$ cat src/rtl/regfile_arbiter_if.sv
// Bus bundle between two requesters, the arbiter and the register file.
// The arbiter connects through the slave modport. Requesters and the
// register file sit on the master side.
interface regfile_arbiter_if #(
  parameter int DATA_WIDTH = 8,
  parameter int ADDR_WIDTH = 4
);
  // Requester A
  logic                  a_req;
  logic                  a_we;
  logic                  a_lock;
  logic [ADDR_WIDTH-1:0] a_addr;
  logic [DATA_WIDTH-1:0] a_wdata;
  logic                  a_ack;
  logic [DATA_WIDTH-1:0] a_rdata;
  // Requester B
  logic                  b_req;
  logic                  b_we;
  logic                  b_lock;
  logic [ADDR_WIDTH-1:0] b_addr;
  logic [DATA_WIDTH-1:0] b_wdata;
  logic                  b_ack;
  logic [DATA_WIDTH-1:0] b_rdata;
  // Register-file side
  logic [ADDR_WIDTH-1:0] rf_address;
  logic [DATA_WIDTH-1:0] rf_data;
  logic                  rf_write_en;
  logic [DATA_WIDTH-1:0] rf_rdata;
  // Status
  logic                  busy;

  modport slave (
    input  a_req, a_we, a_lock, a_addr, a_wdata,
    input  b_req, b_we, b_lock, b_addr, b_wdata,
    input  rf_rdata,
    output a_ack, a_rdata, b_ack, b_rdata,
    output rf_address, rf_data, rf_write_en, busy
  );

  modport master (
    output a_req, a_we, a_lock, a_addr, a_wdata,
    output b_req, b_we, b_lock, b_addr, b_wdata,
    output rf_rdata,
    input  a_ack, a_rdata, b_ack, b_rdata,
    input  rf_address, rf_data, rf_write_en, busy
  );
endinterface

$ cat src/rtl/regfile_arbiter.sv
// Two-requester arbiter in front of a single-port register file.
// Every transaction takes three cycles: IDLE (accept), ACCESS (register-file
// access) and DONE (ack). Grants alternate round-robin between the two
// requesters. A locked requester may win up to four grants in a row.
module regfile_arbiter #(
  parameter int DATA_WIDTH = 8,
  parameter int ADDR_WIDTH = 4
) (
  input  logic                clk,
  input  logic                rst,
  regfile_arbiter_if.slave    bus
);

  typedef enum logic [1:0] {
    IDLE   = 2'd0,
    ACCESS = 2'd1,
    DONE   = 2'd2
  } state_t;

  state_t                state_q;
  logic                  id_q;          // 0 = A, 1 = B for the in-flight transaction
  logic                  we_q;
  logic [ADDR_WIDTH-1:0] addr_q;
  logic [DATA_WIDTH-1:0] wdata_q;
  logic [DATA_WIDTH-1:0] rdata_q;
  logic                  wr_en_q;
  logic                  ack_a_q;
  logic                  ack_b_q;
  logic                  busy_q;
  logic                  last_grant_q;
  logic                  last_lock_q;   // lock value of the previous grant
  logic [1:0]            lock_cnt_q;

  logic                  win_d;
  logic                  win_we_d;
  logic                  win_lock_d;
  logic [ADDR_WIDTH-1:0] win_addr_d;
  logic [DATA_WIDTH-1:0] win_wdata_d;
  logic [1:0]            lock_cnt_d;

  // Choose the winner for a possible acceptance this cycle and its lock count.
  always_comb begin
    // NOTE: every always_comb output is assigned a default first, so no path can infer a latch.
    win_d      = 1'b0;
    lock_cnt_d = 2'd0;
    if (bus.a_req && bus.b_req) begin
      // A locked previous owner keeps the bus until it has been re-granted three times.
      if (last_lock_q && (lock_cnt_q != 2'd3)) begin
        win_d = last_grant_q;
      end else begin
        win_d = ~last_grant_q;
      end
    end else begin
      win_d = bus.b_req;
    end

    win_we_d    = win_d ? bus.b_we    : bus.a_we;
    win_lock_d  = win_d ? bus.b_lock  : bus.a_lock;
    win_addr_d  = win_d ? bus.b_addr  : bus.a_addr;
    win_wdata_d = win_d ? bus.b_wdata : bus.a_wdata;

    // The count saturates at 3 and never wraps.
    if ((win_d == last_grant_q) && win_lock_d) begin
      lock_cnt_d = (lock_cnt_q == 2'd3) ? 2'd3 : lock_cnt_q + 2'd1;
    end
  end

  // Transaction FSM. All outputs are registered.
  always_ff @(posedge clk or posedge rst) begin
    if (rst) begin
      state_q      <= IDLE;
      id_q         <= 1'b0;
      we_q         <= 1'b0;
      addr_q       <= '0;
      wdata_q      <= '0;
      rdata_q      <= '0;
      wr_en_q      <= 1'b0;
      ack_a_q      <= 1'b0;
      ack_b_q      <= 1'b0;
      busy_q       <= 1'b0;
      last_grant_q <= 1'b1;
      last_lock_q  <= 1'b0;
      lock_cnt_q   <= 2'd0;
    end else begin
      // NOTE: state is updated with non-blocking assignments, so every register samples pre-edge values.
      case (state_q)
        IDLE: begin
          if (bus.a_req || bus.b_req) begin
            state_q      <= ACCESS;
            id_q         <= win_d;
            we_q         <= win_we_d;
            addr_q       <= win_addr_d;
            wdata_q      <= win_wdata_d;
            wr_en_q      <= win_we_d;
            busy_q       <= 1'b1;
            last_grant_q <= win_d;
            last_lock_q  <= win_lock_d;
            lock_cnt_q   <= lock_cnt_d;
          end
        end
        ACCESS: begin
          state_q <= DONE;
          wr_en_q <= 1'b0;
          if (!we_q) begin
            rdata_q <= bus.rf_rdata;
          end
          ack_a_q <= ~id_q;
          ack_b_q <= id_q;
        end
        DONE: begin
          state_q <= IDLE;
          ack_a_q <= 1'b0;
          ack_b_q <= 1'b0;
          busy_q  <= 1'b0;
        end
        default: begin
          state_q <= IDLE;
          wr_en_q <= 1'b0;
          ack_a_q <= 1'b0;
          ack_b_q <= 1'b0;
          busy_q  <= 1'b0;
        end
      endcase
    end
  end

  assign bus.rf_address  = addr_q;
  assign bus.rf_data     = wdata_q;
  assign bus.rf_write_en = wr_en_q;
  assign bus.a_ack       = ack_a_q;
  assign bus.b_ack       = ack_b_q;
  assign bus.a_rdata     = rdata_q;
  assign bus.b_rdata     = rdata_q;
  assign bus.busy        = busy_q;

endmodule

$ cat src/flat_wrapper.sv
// flat-port wrapper written by rule: the top's interface ports become plain ports
module regfile_arbiter_flat 
#(
  parameter int DATA_WIDTH = 8,
  parameter int ADDR_WIDTH = 4
)
  (clk, rst, bus_a_req, bus_a_we, bus_a_lock, bus_a_addr, bus_a_wdata, bus_b_req, bus_b_we, bus_b_lock, bus_b_addr, bus_b_wdata, bus_rf_rdata, bus_a_ack, bus_a_rdata, bus_b_ack, bus_b_rdata, bus_rf_address, bus_rf_data, bus_rf_write_en, bus_busy);
  regfile_arbiter_if #(.DATA_WIDTH(DATA_WIDTH), .ADDR_WIDTH(ADDR_WIDTH)) bus_i ();
  input  logic clk;
  input  logic rst;
  input wire logic [$bits(bus_i.a_req)-1:0] bus_a_req;
  input wire logic [$bits(bus_i.a_we)-1:0] bus_a_we;
  input wire logic [$bits(bus_i.a_lock)-1:0] bus_a_lock;
  input wire logic [$bits(bus_i.a_addr)-1:0] bus_a_addr;
  input wire logic [$bits(bus_i.a_wdata)-1:0] bus_a_wdata;
  input wire logic [$bits(bus_i.b_req)-1:0] bus_b_req;
  input wire logic [$bits(bus_i.b_we)-1:0] bus_b_we;
  input wire logic [$bits(bus_i.b_lock)-1:0] bus_b_lock;
  input wire logic [$bits(bus_i.b_addr)-1:0] bus_b_addr;
  input wire logic [$bits(bus_i.b_wdata)-1:0] bus_b_wdata;
  input wire logic [$bits(bus_i.rf_rdata)-1:0] bus_rf_rdata;
  output wire logic [$bits(bus_i.a_ack)-1:0] bus_a_ack;
  output wire logic [$bits(bus_i.a_rdata)-1:0] bus_a_rdata;
  output wire logic [$bits(bus_i.b_ack)-1:0] bus_b_ack;
  output wire logic [$bits(bus_i.b_rdata)-1:0] bus_b_rdata;
  output wire logic [$bits(bus_i.rf_address)-1:0] bus_rf_address;
  output wire logic [$bits(bus_i.rf_data)-1:0] bus_rf_data;
  output wire logic [$bits(bus_i.rf_write_en)-1:0] bus_rf_write_en;
  output wire logic [$bits(bus_i.busy)-1:0] bus_busy;
  assign bus_i.a_req = bus_a_req;
  assign bus_i.a_we = bus_a_we;
  assign bus_i.a_lock = bus_a_lock;
  assign bus_i.a_addr = bus_a_addr;
  assign bus_i.a_wdata = bus_a_wdata;
  assign bus_i.b_req = bus_b_req;
  assign bus_i.b_we = bus_b_we;
  assign bus_i.b_lock = bus_b_lock;
  assign bus_i.b_addr = bus_b_addr;
  assign bus_i.b_wdata = bus_b_wdata;
  assign bus_i.rf_rdata = bus_rf_rdata;
  assign bus_a_ack = bus_i.a_ack;
  assign bus_a_rdata = bus_i.a_rdata;
  assign bus_b_ack = bus_i.b_ack;
  assign bus_b_rdata = bus_i.b_rdata;
  assign bus_rf_address = bus_i.rf_address;
  assign bus_rf_data = bus_i.rf_data;
  assign bus_rf_write_en = bus_i.rf_write_en;
  assign bus_busy = bus_i.busy;
  regfile_arbiter #(.DATA_WIDTH(DATA_WIDTH), .ADDR_WIDTH(ADDR_WIDTH)) u_core (.clk(clk), .rst(rst), .bus(bus_i));
endmodule
$ cat config.mk
export PLATFORM = sky130hd
export DESIGN_NAME = regfile_arbiter_flat
export DESIGN_NICKNAME = d
export VERILOG_FILES = /design/src/rtl/regfile_arbiter_if.sv /design/src/rtl/regfile_arbiter.sv /design/src/flat_wrapper.sv
export SDC_FILE = /design/constraint.sdc
export NUM_CORES = 1
export LEC_CHECK = 0
export ABC_CLOCK_PERIOD_IN_PS = 1600
export CAP_MARGIN = 20
export CELL_PAD_IN_SITES_DETAIL_PLACEMENT = 1
export CELL_PAD_IN_SITES_GLOBAL_PLACEMENT = 2
export CORE_ASPECT_RATIO = 1.2
export CORE_MARGIN = 5
export CORE_UTILIZATION = 22
export DETAILED_ROUTE_END_ITERATION = 7
export PLACE_DENSITY_LB_ADDON = 0.1
export SYNTH_ARGS = -nofsm -noshare
export SYNTH_HDL_FRONTEND = slang
export SYNTH_SLANG_ARGS = --single-unit
$ cat constraint.sdc
create_clock -name clk -period 1.6 [get_ports clk]
set_clock_uncertainty 0.1 [all_clocks]
set_input_delay 0.24 -clock clk [delete_from_list [all_inputs] [get_ports clk]]
set_output_delay 0.24 -clock clk [all_outputs]
set_load 0.02 [all_outputs]
== After elaboration in Yosys (flattened, before gate mapping) ==
Cells that the tools add are included.
Cells by class
  equality and inequality tests: 6
  bitwise logic cells: 5
  multiplexer cells: 16
  $add $sub $neg: 1
  reduce and logical (&&, ||, !) cells: 9
Operator list (count)
  $mux 8: 1
  $pmux 1 s2: 4
  $reduce_and 2->1: 4
  $mux 1: 6
  $mux 2: 3
  $not 1->1: 5
  $eq 2x2->1 const B: 2
  $mux 4: 1
  $pmux 2 s2: 1
  $logic_and 1x1->1: 3
  $add 2x1->2 const B: 1
  $eq 2x1->1 const B: 1
  $logic_not 2->1: 1
  $ne 2x1->1 const B: 1
  $ne 2x2->1 const B: 1
  $eq 1x1->1: 1
  $logic_or 1x1->1: 1
Storage, ports and cells
  logic and storage cells: 50
  flip-flop bits (word level): 32

== Depth between registers and ports, before layout ==
  depth in word-level cells: 7
  gate-level depth with buffers: 7
  gate-level depth less buffers: 5

== Worst setup path after synthesis ==
OpenSTA, ideal clock, no wires.
  path kind: reg2reg
  start: reg u_core.last_grant_q
  end: reg u_core.addr_q[0], in the netlist u_core.bus.rf_address[0]
  path buffers: 2
  cell stages (with the launch flop): 7
  slack: 0.013 ns
  library setup time: 0.080 ns
  arrival time: 1.406 ns
  required time: 1.420 ns
  path through: dfstp_2 -> buf_6 -> nand2_1 -> mux2_4 -> and2_4 -> buf_6 -> o211ai_2
Between the ends
  longest elaborated chain between the ends: 4
RTL lines
  from (decl): RTL line regfile_arbiter.sv:30  | logic last_grant_q;
  from (signal assigned): RTL line regfile_arbiter.sv:96  | last_grant_q <= win_d;
  $not 1->1: RTL line regfile_arbiter.sv:51  | win_d = ~last_grant_q;
  $mux 1 (*): RTL line regfile_arbiter.sv:48  | if (last_lock_q && (lock_cnt_q != 2'd3)) begin
  $mux 1 (*): RTL line regfile_arbiter.sv:46  | if (bus.a_req && bus.b_req) begin
  $mux 4 (*): RTL line regfile_arbiter.sv:59  | win_addr_d = win_d ? bus.b_addr : bus.a_addr;
  to (signal assigned): RTL line regfile_arbiter.sv:92  | addr_q <= win_addr_d;
  to (decl): RTL line regfile_arbiter.sv:23  | logic [ADDR_WIDTH-1:0] addr_q;
Mark *: on every way between the ends. The rest lies on a longest branch, timed or not.
A chain may end at the register's enable or synchronous reset.

== Worst setup path in the final report ==
  start: reg u_core.lock_cnt_q[0]
  end: reg u_core.addr_q[3], in the netlist u_core.bus.rf_address[3]
Between the ends
  longest elaborated chain between the ends: 5
RTL lines
  from (decl): RTL line regfile_arbiter.sv:32  | logic [1:0] lock_cnt_q;
  from (signal assigned): RTL line regfile_arbiter.sv:98  | lock_cnt_q <= lock_cnt_d;
  $ne 2x2->1: RTL line regfile_arbiter.sv:48
  $logic_and 1x1->1: RTL line regfile_arbiter.sv:48
  $mux 1: RTL line regfile_arbiter.sv:48
  $mux 1: RTL line regfile_arbiter.sv:46
  $mux 4: RTL line regfile_arbiter.sv:59
Every way passes these cells.

==> flow_summary.json <==
{
  "netlist_instances": 164,
  "post-route-min-period_ns": 1.59,
  "drt-wirelength-per-cell_microns": 16.2,
  "antenna_found_initial": 0,
  "endpoint_kind": "flip-flop",
  "yosys_warnings": 0,
  "grt_pass1_wl_mm": 8.85,
  "cp.arrival_ns": 1.68,
  "synth_common_cells": "32 x nand2_1, 31 x dfrtp_1, 14 x nand4_1",
  "drive_above_1_share_pct": 23.4,
  "pre_cts_slack_ns": -0.355,
  "ys.flop_type": "dfrtp_1",
  "vias": 1559,
  "slowest_stage": "dfrtp_1",
  "cts_root_buf": "clkbuf_8",
  "crit_family": "flip-flops",
  "globalRouteOverflowTotal": 0,
  "dieArea_sq_um": 9370,
  "numCtsBuffers": 5,
  "grt_pass1_vias": 1758,
  "maxSlewViolCount": 0,
  "crit_type": "flip-flop to flip-flop",
  "slowest_delay_ns": 0.43,
  "antenna_cells": 0,
  "synth_nets": 204,
  "ant_nets": 0,
  "synth.most_common_cell": "nand2_1",
  "pin_count": 72,
  "nets": 283,
  "yosys.area.top_type": "dfrtp_1",
  "drtIter0Drc": 27,
  "synth-seq-cells": 32,
  "cap_viol_max_count": 0,
  "ir_worst_vdd_mv": 0.694,
  "initial_core_util_pct": 22.6,
  "grt_max_degree": 33,
  "cts_tree": "built",
  "cts.clk_slew.worst_paths_ns": 0.07,
  "setup_viol_count_final": 0,
  "syn_area_sq_um": 1660,
  "dieHeight_microns": 105,
  "status": "finished clean",
  "yosys-top-cells-area": "dfrtp_1 47%, o211ai_2 7.6%, nand2_1 7.3%, mux2_2 5.4%, nand4_1 5.3%",
  "synth_top_area_share_pct": 46.8,
  "p_leak_nw": 1.20,
  "fmax_mhz": 631,
  "startpoint": "u_core.lock_cnt_q[0]$_DFFE_PP0P_",
  "fin_util_pct": 36.0,
  "worstSkewPairLatency_ns": 0.28,
  "rsz0062_at_grt": "yes",
  "path_cells": "a21boi_4 > mux2_4 > and2_4 > o211ai_1",
  "gr-usage-all-layers_pct": 12.0,
  "powerDensity_nw_per_um2": 1990,
  "drc_errors": 0,
  "worst_ep_required_time_ns": 1.70,
  "rows": 34,
  "cts.path.max_buffers": 2,
  "worstPathMaxFanout": 14,
  "fp.dieW_microns": 89.2,
  "drt_first_pass_iters": 4,
  "fin_ws_ns": 0.0140,
  "timing.rr.start": "u_core.lock_cnt_q[0]$_DFFE_PP0P_",
  "cts_sinks": 32,
  "tightest_slew_ns": 0.317,
  "hp-class": "primary input to asynchronous set/reset pin",
  "drt-vias-per-instance": 4.67,
  "syn_to_final_growth_pct": 58.8,
  "fin_crit_sh_pct": 99.1,
  "slew_headroom_pct": 78.9,
  "coreArea_sq_um": 7320,
  "holdWs_ns": 0.203,
  "synth-edff-count": 0,
  "cp-start-kind": "flip-flop",
  "io_buffers": 71,
  "place_hpwl_mm": 4.13,
  "htreeDepth": 2,
  "postSynthAreaPerCell_sq_um": 10.1,
  "routed_wl_mm": 5.43,
  "holdBufCountCts": 0,
  "async_flop_share_pct": 100,
  "hold_viol": 0,
  "ys_types": 33,
  "ys_seq_area_share_pct": 48.4,
  "globalplace.congestion": 0.730,
  "crit_buf_inv": 0
}
==> power breakdown <==
group | total [mW] | internal (mW) | switching, mW
registers | 1.52 | 1.23 | 0.293
clock network | 0.773 | 0.461 | 0.313
logic | 2.94 | 1.35 | 1.59
==> layout make-up <==
type | instances | area (sq um)
tap | 90 | 113
sequential | 32 | 803
clock buffer | 5 | 68.8
multi-input combinational | 105 | 718
inverter | 6 | 22.5
clock inverter | 3 | 42.5
fill | 829 | 4690
timing repair buffer | 93 | 863
==> path summary, 6_finish.rpt <==
kind,slack (ns),cells past startpoint,to
setup / recovery,0.01,4,u_core.bus.rf_address[3]$_DFFE_PP0P_
hold / removal,0.20,3,u_core.bus.a_rdata[0]$_DFFE_PP0P_
setup reg to reg,0.01,4,u_core.bus.rf_address[3]$_DFFE_PP0P_
hold reg to reg,0.38,2,u_core.bus.rf_address[2]$_DFFE_PP0P_
max in group asynchronous,0.95,3,u_core.last_grant_q$_DFFE_PP1P_
min in group clk,0.37,2,u_core.last_grant_q$_DFFE_PP1P_
==> cells in the final DEF, fill, tap and decap left out, drive strengths merged, types with 2 or more instances in the layout <==
cell            n
a21boi          2
a21oi           5
buf            22
clkbuf          5
clkdlybuf4s50  39
dfrtp          31
dlygate4sd2    31
inv             6
mux2            9
mux2i           2
nand2          32
nand2b          2
nand3           2
nand4          14
nor2            7
nor2b           2
o211ai         14
o21ai           5
==> state kept, by name, summed over array words and instances (netlist names) <==
signal	flops
u_core.bus.a_ack	1
u_core.bus.a_rdata	8
u_core.bus.b_ack	1
u_core.bus.busy	1
u_core.bus.rf_address	4
u_core.bus.rf_data	8
u_core.bus.rf_write_en	1
u_core.id_q	1
u_core.last_grant_q	1
u_core.last_lock_q	1
u_core.lock_cnt_q	2
u_core.state_q	2
u_core.we_q	1
==> worst register-to-register path, cell delays in order, from the launching register on <==
cell	delay [ns]
dfrtp_1	0.43
a21boi_4	0.20
mux2_4	0.34
and2_4	0.23
o211ai_1	0.21
==> logic make-up after synthesis <==
family                    Yosys count  synth area share, %
xor gates and xnor gates            1                0.529
buffers and inverters              27                 9.52
AOI/OAI and AO/OA                  32                 16.8
and+or+nand+nor                    61                 17.1
DFF                                32                 48.4
muxes                              11                 7.55
==> metrics by stage <==
stage | TNS, ns | instances | area, sq um | total power [mW]
detailed placement | -5.87 | 322 | 2490 | 4.66
floorplan | 0 | 164 | 1660 | 3.35
CTS | 0 | 333 | 2610 | 5.27
global route | -0.167 | 334 | 2630 | 5.64
global placement | -5.10 | 322 | 2490 | 4.53
finish | 0 | 334 | 2630 | 5.24
==> repair_timing <==
| item | in CTS | in global routing |
|---|---|---|
| pin swaps | 3 | 4 |
| gates resized for setup | 36 | 6 |
| buffers inserted | 3 | 1 |
| endpoints found under the setup margin | 47 | 24 |
==> routing by layer <==
layer	GRT usage [%]	part of all wire [%]	up-vias
li1	-	-	726
met1	13.8	38	771
met2	21.4	54	54
met3	3.15	6.9	8
met4	3.40	1.7	0
met5	0	0	-
Note: power is estimated with default switching activity, not from simulation.
==> variant 1 (same flow settings) <==
`DATA_WIDTH` is set to 8 in 3 places; all go to 10.
--- a/src/rtl/regfile_arbiter_if.sv
+++ b/src/rtl/regfile_arbiter_if.sv
@@ -2,7 +2,7 @@
 // The arbiter connects through the slave modport. Requesters and the
 // register file sit on the master side.
 interface regfile_arbiter_if #(
-  parameter int DATA_WIDTH = 8,
+  parameter int DATA_WIDTH = 10,
   parameter int ADDR_WIDTH = 4
 );
   // Requester A
--- a/src/rtl/regfile_arbiter.sv
+++ b/src/rtl/regfile_arbiter.sv
@@ -3,7 +3,7 @@
 // access) and DONE (ack). Grants alternate round-robin between the two
 // requesters. A locked requester may win up to four grants in a row.
 module regfile_arbiter #(
-  parameter int DATA_WIDTH = 8,
+  parameter int DATA_WIDTH = 10,
   parameter int ADDR_WIDTH = 4
 ) (
   input  logic                clk,
--- a/src/flat_wrapper.sv
+++ b/src/flat_wrapper.sv
@@ -1,7 +1,7 @@
 // flat-port wrapper written by rule: the top's interface ports become plain ports
 module regfile_arbiter_flat 
 #(
-  parameter int DATA_WIDTH = 8,
+  parameter int DATA_WIDTH = 10,
   parameter int ADDR_WIDTH = 4
 )
   (clk, rst, bus_a_req, bus_a_we, bus_a_lock, bus_a_addr, bus_a_wdata, bus_b_req, bus_b_we, bus_b_lock, bus_b_addr, bus_b_wdata, bus_rf_rdata, bus_a_ack, bus_a_rdata, bus_b_ack, bus_b_rdata, bus_rf_address, bus_rf_data, bus_rf_write_en, bus_busy);
Ports: changed (6 resized); port bits go from 72 to 84. No check against the original RTL was run, so the function may have changed too.
==> variant 1 against the original RTL <==
- area after synthesis rose by 6.6%
- final area rose by 9.9%
- sequential cell count rose by 4
- final cell count rose by 5.1%
- non-clock buffer count rose by 10
- power rose by 4.4%
- routed wire length rose by 5.3%
- worst setup slack got worse by 0.0056 ns
==> variant 1: results (changes against the original RTL) <==
PLACEMENT
------------------------------------------------------------------------------------
Hpwl dp ...............................................................      4.09 mm   -1.1%
Placed instance area ..................................................    2690 um^2   +7.8%
Worst setup timing slack at the placement stage .......................    -0.264 ns   +0.0907 ns
Placed Cells ..........................................................          336   +4.3%
Input/output buffers ..................................................           83   +17%
Weighted congestion at the end of routability-driven global placement .        0.672   -7.9%

GRT
------------------------------------------------------------------------------------
Initial antenna violation count .......................................            0   unchanged
Largest net degree at the start of global routing .....................           23   -30%
Overall routing resource usage ........................................        11.1%   -0.89 points
Via count of the first global-routing pass ............................         1687   -4.0%
Met2 layer usage reported by global route .............................        19.6%   -1.8 points
Global-route wire length before repair ................................      8.64 mm   -2.4%
Global routing usage on met3 ..........................................        3.20%   +0.052 points
Met1 Track Usage GR ...................................................        12.9%   -0.90 points

CRITICAL PATH
------------------------------------------------------------------------------------
Crit-path leading delay family ........................................ compound AO/OA/AOI/OAI gates
Worst R2R Setup Slack .................................................     0.008 ns
Last element of the critical path ..................................... u_core.we_q$_DFFE_PP0P_
Slowest stage delay, CP ...............................................      0.40 ns   -0.03 ns
Maximum net fanout on the critical path ...............................            6   -8
Cell with the largest stage delay on the worst path ...................      dfrtp_1

ROUTE
------------------------------------------------------------------------------------
Via count of the routed design ........................................         1564   +0.32%
Via density per instance ..............................................         4.46   -4.5%
Drt first-iter violations .............................................           21   -22%
Routed wire length ....................................................      5.72 mm   +5.3%

CTS
------------------------------------------------------------------------------------
Setup fix buffers added after clock tree synthesis ....................            0   -3
Resized cells post-CTS ................................................           40   +11%
Clock network latency to the later pin of the worst-skew pair .........      0.29 ns

STA
------------------------------------------------------------------------------------
Final critical path time including I/O delays and setup ...............      1.59 ns   +0.00557 ns
Relative max-transition margin ........................................        78.7%   -0.15 points
Final hold slack ......................................................     0.183 ns   -0.0198 ns

RUN STATUS
------------------------------------------------------------------------------------
Result of the run ..................................................... complete, no violations

LOGIC SYNTHESIS
------------------------------------------------------------------------------------
Main area contributors after synthesis ................................ dfrtp_1 50%, nand2_1 7.2%, o211ai_2 7.1%
Part of the Yosys area used for sequential elements ...................        51.1%   +2.6 points
Syn nets ..............................................................          215   +5.4%
Synth unique cells ....................................................           32   -3.0%
Ranking of synthesized cells by instance count ........................ 35 x dfrtp_1, 34 x nand2_1, 15 x nand4_1
Yosys warns ...........................................................            0   unchanged
Mean Syn Cell Area ....................................................    10.5 um^2   +3.5%

PWR
------------------------------------------------------------------------------------
Switching power share of the total ....................................        41.5%   -0.45 points
Worst voltage drop across the vdd grid ................................     0.557 mV   -20%
Clock network fraction of design power ................................        12.6%   -2.2 points
Static Leakage ........................................................      1.31 nW   +9.3%
Logic power comb ......................................................      3.16 mW   +7.5%
Register share of total power .........................................        29.5%   +0.4 points

FINAL LAYOUT
------------------------------------------------------------------------------------
Final layout net count ................................................          304   +7.4%
Fraction of layout instances using a drive strength above 1 ...........        22.8%   -0.58 points
Fill cell count .......................................................          884   +6.6%
Number of antenna repair diodes .......................................            0   unchanged

## variant 1: changes by cell type after synthesis, sizes merged, moves of 2 or more
cell / before / now
buf: 20 / 17
nand2: 32 / 34
nor2: 7 / 2
dfrtp: 31 / 35
o31a: 0 / 2
inv: 6 / 8
mux2: 9 / 11
clkbuf: 1 / 5
## variant 1: per-layer routing
layer | wire length [um] | vias to the layer above | part of all wire, %
met2 | 2850 | 54 | 50
met1 | 2440 | 741 | 43
met5 | 0 | - | 0
li1 | - | 763 | -
met3 | 353 | 6 | 6.2
met4 | 68 | 0 | 1.2
## variant 1: layout make-up
class,instances,area [um^2],area share (%)
flip-flops and latches,36,903,31.2
inverters,8,42.5,1.47
clock buffers,6,82.6,2.85
clock inverters,2,10.0,0.346
repair buffers,103,1010,35.0
multi-input cells,104,726,25.1
well taps,92,115,3.98
## variant 1: cells by family after synthesis
kind of cell	Yosys count	synth area share [%]
flops	36	51.1
buf+inv	30	9.84
mux	13	8.36
compound gates	31	14.9
simple gates	59	15.9
==> variant 2 (config.mk and constraints unchanged) <==
Without the edit above. Make the reset (`rst`) synchronous in one clocked block.
--- a/src/rtl/regfile_arbiter.sv
+++ b/src/rtl/regfile_arbiter.sv
@@ -66,7 +66,7 @@
   end
 
   // Transaction FSM. All outputs are registered.
-  always_ff @(posedge clk or posedge rst) begin
+  always_ff @(posedge clk) begin
     if (rst) begin
       state_q      <= IDLE;
       id_q         <= 1'b0;
Formal check against the unedited RTL: differs if rst is asserted again (counterexample within 4 cycles, from zero or initial values and one cycle with rst high); with rst held inactive, the same outputs for 10 cycles.
==> variant 2 against the original RTL <==
- worst setup slack better by 0.0037 ns
- final area up 2.3%
- critical path depth unchanged
- sequential cell count is the same
- final cell count grew 0.60%
- routed wire length is 3.2% lower
- non-clock buffer count up 4
- area after synthesis is 5.0% lower
- global-route usage shrank 0.15 points
- critical path type unchanged
Power is not compared: it rests on default switching activity, and its combinational part moved more than twofold at a synthesized area within 25%.
==> variant 2: results (changes against the original RTL) <==
LOGIC SYNTHESIS
------------------------------------------------------------------------------------
Main area contributors after synthesis ................................ dfxtp_1 41%, a211oi_1 8.6%, a211oi_2 7.9%
Most common flop cell mapped by yosys .................................      dfxtp_1
Part of the Yosys area used for sequential elements ...................        40.7%   -7.7 points
Syn nets ..............................................................          207   +1.5%
Ranking of synthesized cells by instance count ........................ 32 x dfxtp_1, 31 x nor2_1, 18 x a211oi_1
Mean Syn Cell Area ....................................................    9.43 um^2   -6.7%
Yosys warns ...........................................................            0   unchanged
Async set-reset flop share out of synthesis ...........................           0%   -100 points
Synth unique cells ....................................................           33   unchanged

GRT
------------------------------------------------------------------------------------
Largest net degree at the start of global routing .....................           32   -3.0%
Via count of the first global-routing pass ............................         1753   -0.28%
Overall routing resource usage ........................................        11.9%   -0.15 points
Global-route wire length before repair ................................      8.38 mm   -5.3%

HOLD PATH
------------------------------------------------------------------------------------
Kind of path behind the tightest hold check ...........................   reg -> reg

PLACEMENT
------------------------------------------------------------------------------------
Placed Cells ..........................................................          325   +0.93%
Weighted congestion at the end of routability-driven global placement .        0.792   +8.6%
Hpwl dp ...............................................................      3.88 mm   -6.2%
Placed instance area ..................................................    2470 um^2   -0.80%

CTS
------------------------------------------------------------------------------------
Max clock buf depth ...................................................            2   unchanged
Clk root buf ..........................................................     clkbuf_8

ROUTE
------------------------------------------------------------------------------------
Pre-Repair DR Iteration Count .........................................            2   -2
Routed wire length ....................................................      5.26 mm   -3.2%
Drt first-iter violations .............................................           42   +56%
Average wire length per cell after detail routing .....................      15.6 um   -3.7%

FINAL LAYOUT
------------------------------------------------------------------------------------
Fraction of layout instances using a drive strength above 1 ...........        25.7%   +2.3 points
Final layout net count ................................................          288   +1.8%
Multi-input gate area in the final layout .............................     863 um^2   +20%
Fill cell count .......................................................          798   -3.7%

STA
------------------------------------------------------------------------------------
Relative max-transition margin ........................................        74.1%   -4.8 points

CRITICAL PATH
------------------------------------------------------------------------------------
Maximum net fanout on the critical path ...............................            7   -7
Data arrival, critical path ...........................................      1.66 ns   -0.02 ns

RUN STATUS
------------------------------------------------------------------------------------
Result of the run ..................................................... complete, no violations

[variant 2: per-layer routing]
layer  part of all wire (%)  wire length, um  track usage (%)  up-vias
li1                       -                -                -      762
met1                     43             2250             14.5      769
met2                     49             2590             20.3       47
met3                    6.5              344             3.20        8
met4                    1.5               79             3.78        0
met5                      0                0                0        -
[variant 2: final timing paths]
path / depth (start not counted) / to / slack, ns / from
setup reg to reg: 4 / u_core.last_grant_q$_SDFFE_PP1P_ / 0.02 / u_core.last_lock_q$_SDFFE_PP0P_
hold reg to reg: 2 / u_core.bus.busy$_SDFFE_PP0P_ / 0.39 / u_core.bus.busy$_SDFFE_PP0P_
hold / removal: 2 / u_core.bus.busy$_SDFFE_PP0P_ / 0.39 / u_core.bus.busy$_SDFFE_PP0P_
setup / recovery: 4 / u_core.last_grant_q$_SDFFE_PP1P_ / 0.02 / u_core.last_lock_q$_SDFFE_PP0P_
[variant 2: kinds of logic after synthesis]
logic type	share of synthesized area, %
buffers and inverters	9.62
and+or+nand+nor	14.6
DFF	40.7
muxes	6.68
AOI/OAI and AO/OA	28.4
[variant 2: repair_timing]
| item | 4_1_cts | 5_1_grt |
|---|---|---|
| pin swaps | 1 | 3 |
| buffers inserted | 0 | 3 |
| endpoints found under the setup margin | 35 | 28 |
| hold endpoints to repair | 0 | 0 |
| resized for setup | 32 | 17 |
[variant 2: area by class of cell]
| cell class | instances | area share [%] |
|---|---|---|
| Timing Repair Buffer | 97 | 36.3 |
| Clock buffer | 6 | 3.07 |
| Clock inverter | 2 | 0.372 |
| Sequential cell | 32 | 23.8 |
| Inverter | 2 | 0.279 |
| Tap cell | 87 | 4.04 |
| Multi-Input combinational cell | 110 | 32.1 |
[variant 2: stage by stage]
step	setup TNS, ns	worst slack [ns]	hold slack, ns	power, mW
global placement	-4.15	-0.265	0.389	1.71
finish	0	0.0177	0.393	2.39
CTS	0	0.000595	0.398	2.42
global route	-0.376	-0.0462	0.416	2.53
floorplan	0	0.00203	0.228	1.34
detailed placement	-5.17	-0.321	0.383	1.73
[variant 2: critical path, cell delays in order, from the launching register on]
cell and delay [ns]:
dfxtp_2 0.34, a21boi_4 0.19, mux2_4 0.36, and2_4 0.20, a221o_1 0.29
[variant 2: report_power, final]
part / switching [mW] / internal (mW) / total [mW]
registers: 0.0485 / 0.877 / 0.926
clock network: 0.315 / 0.343 / 0.658
logic: 0.395 / 0.414 / 0.809
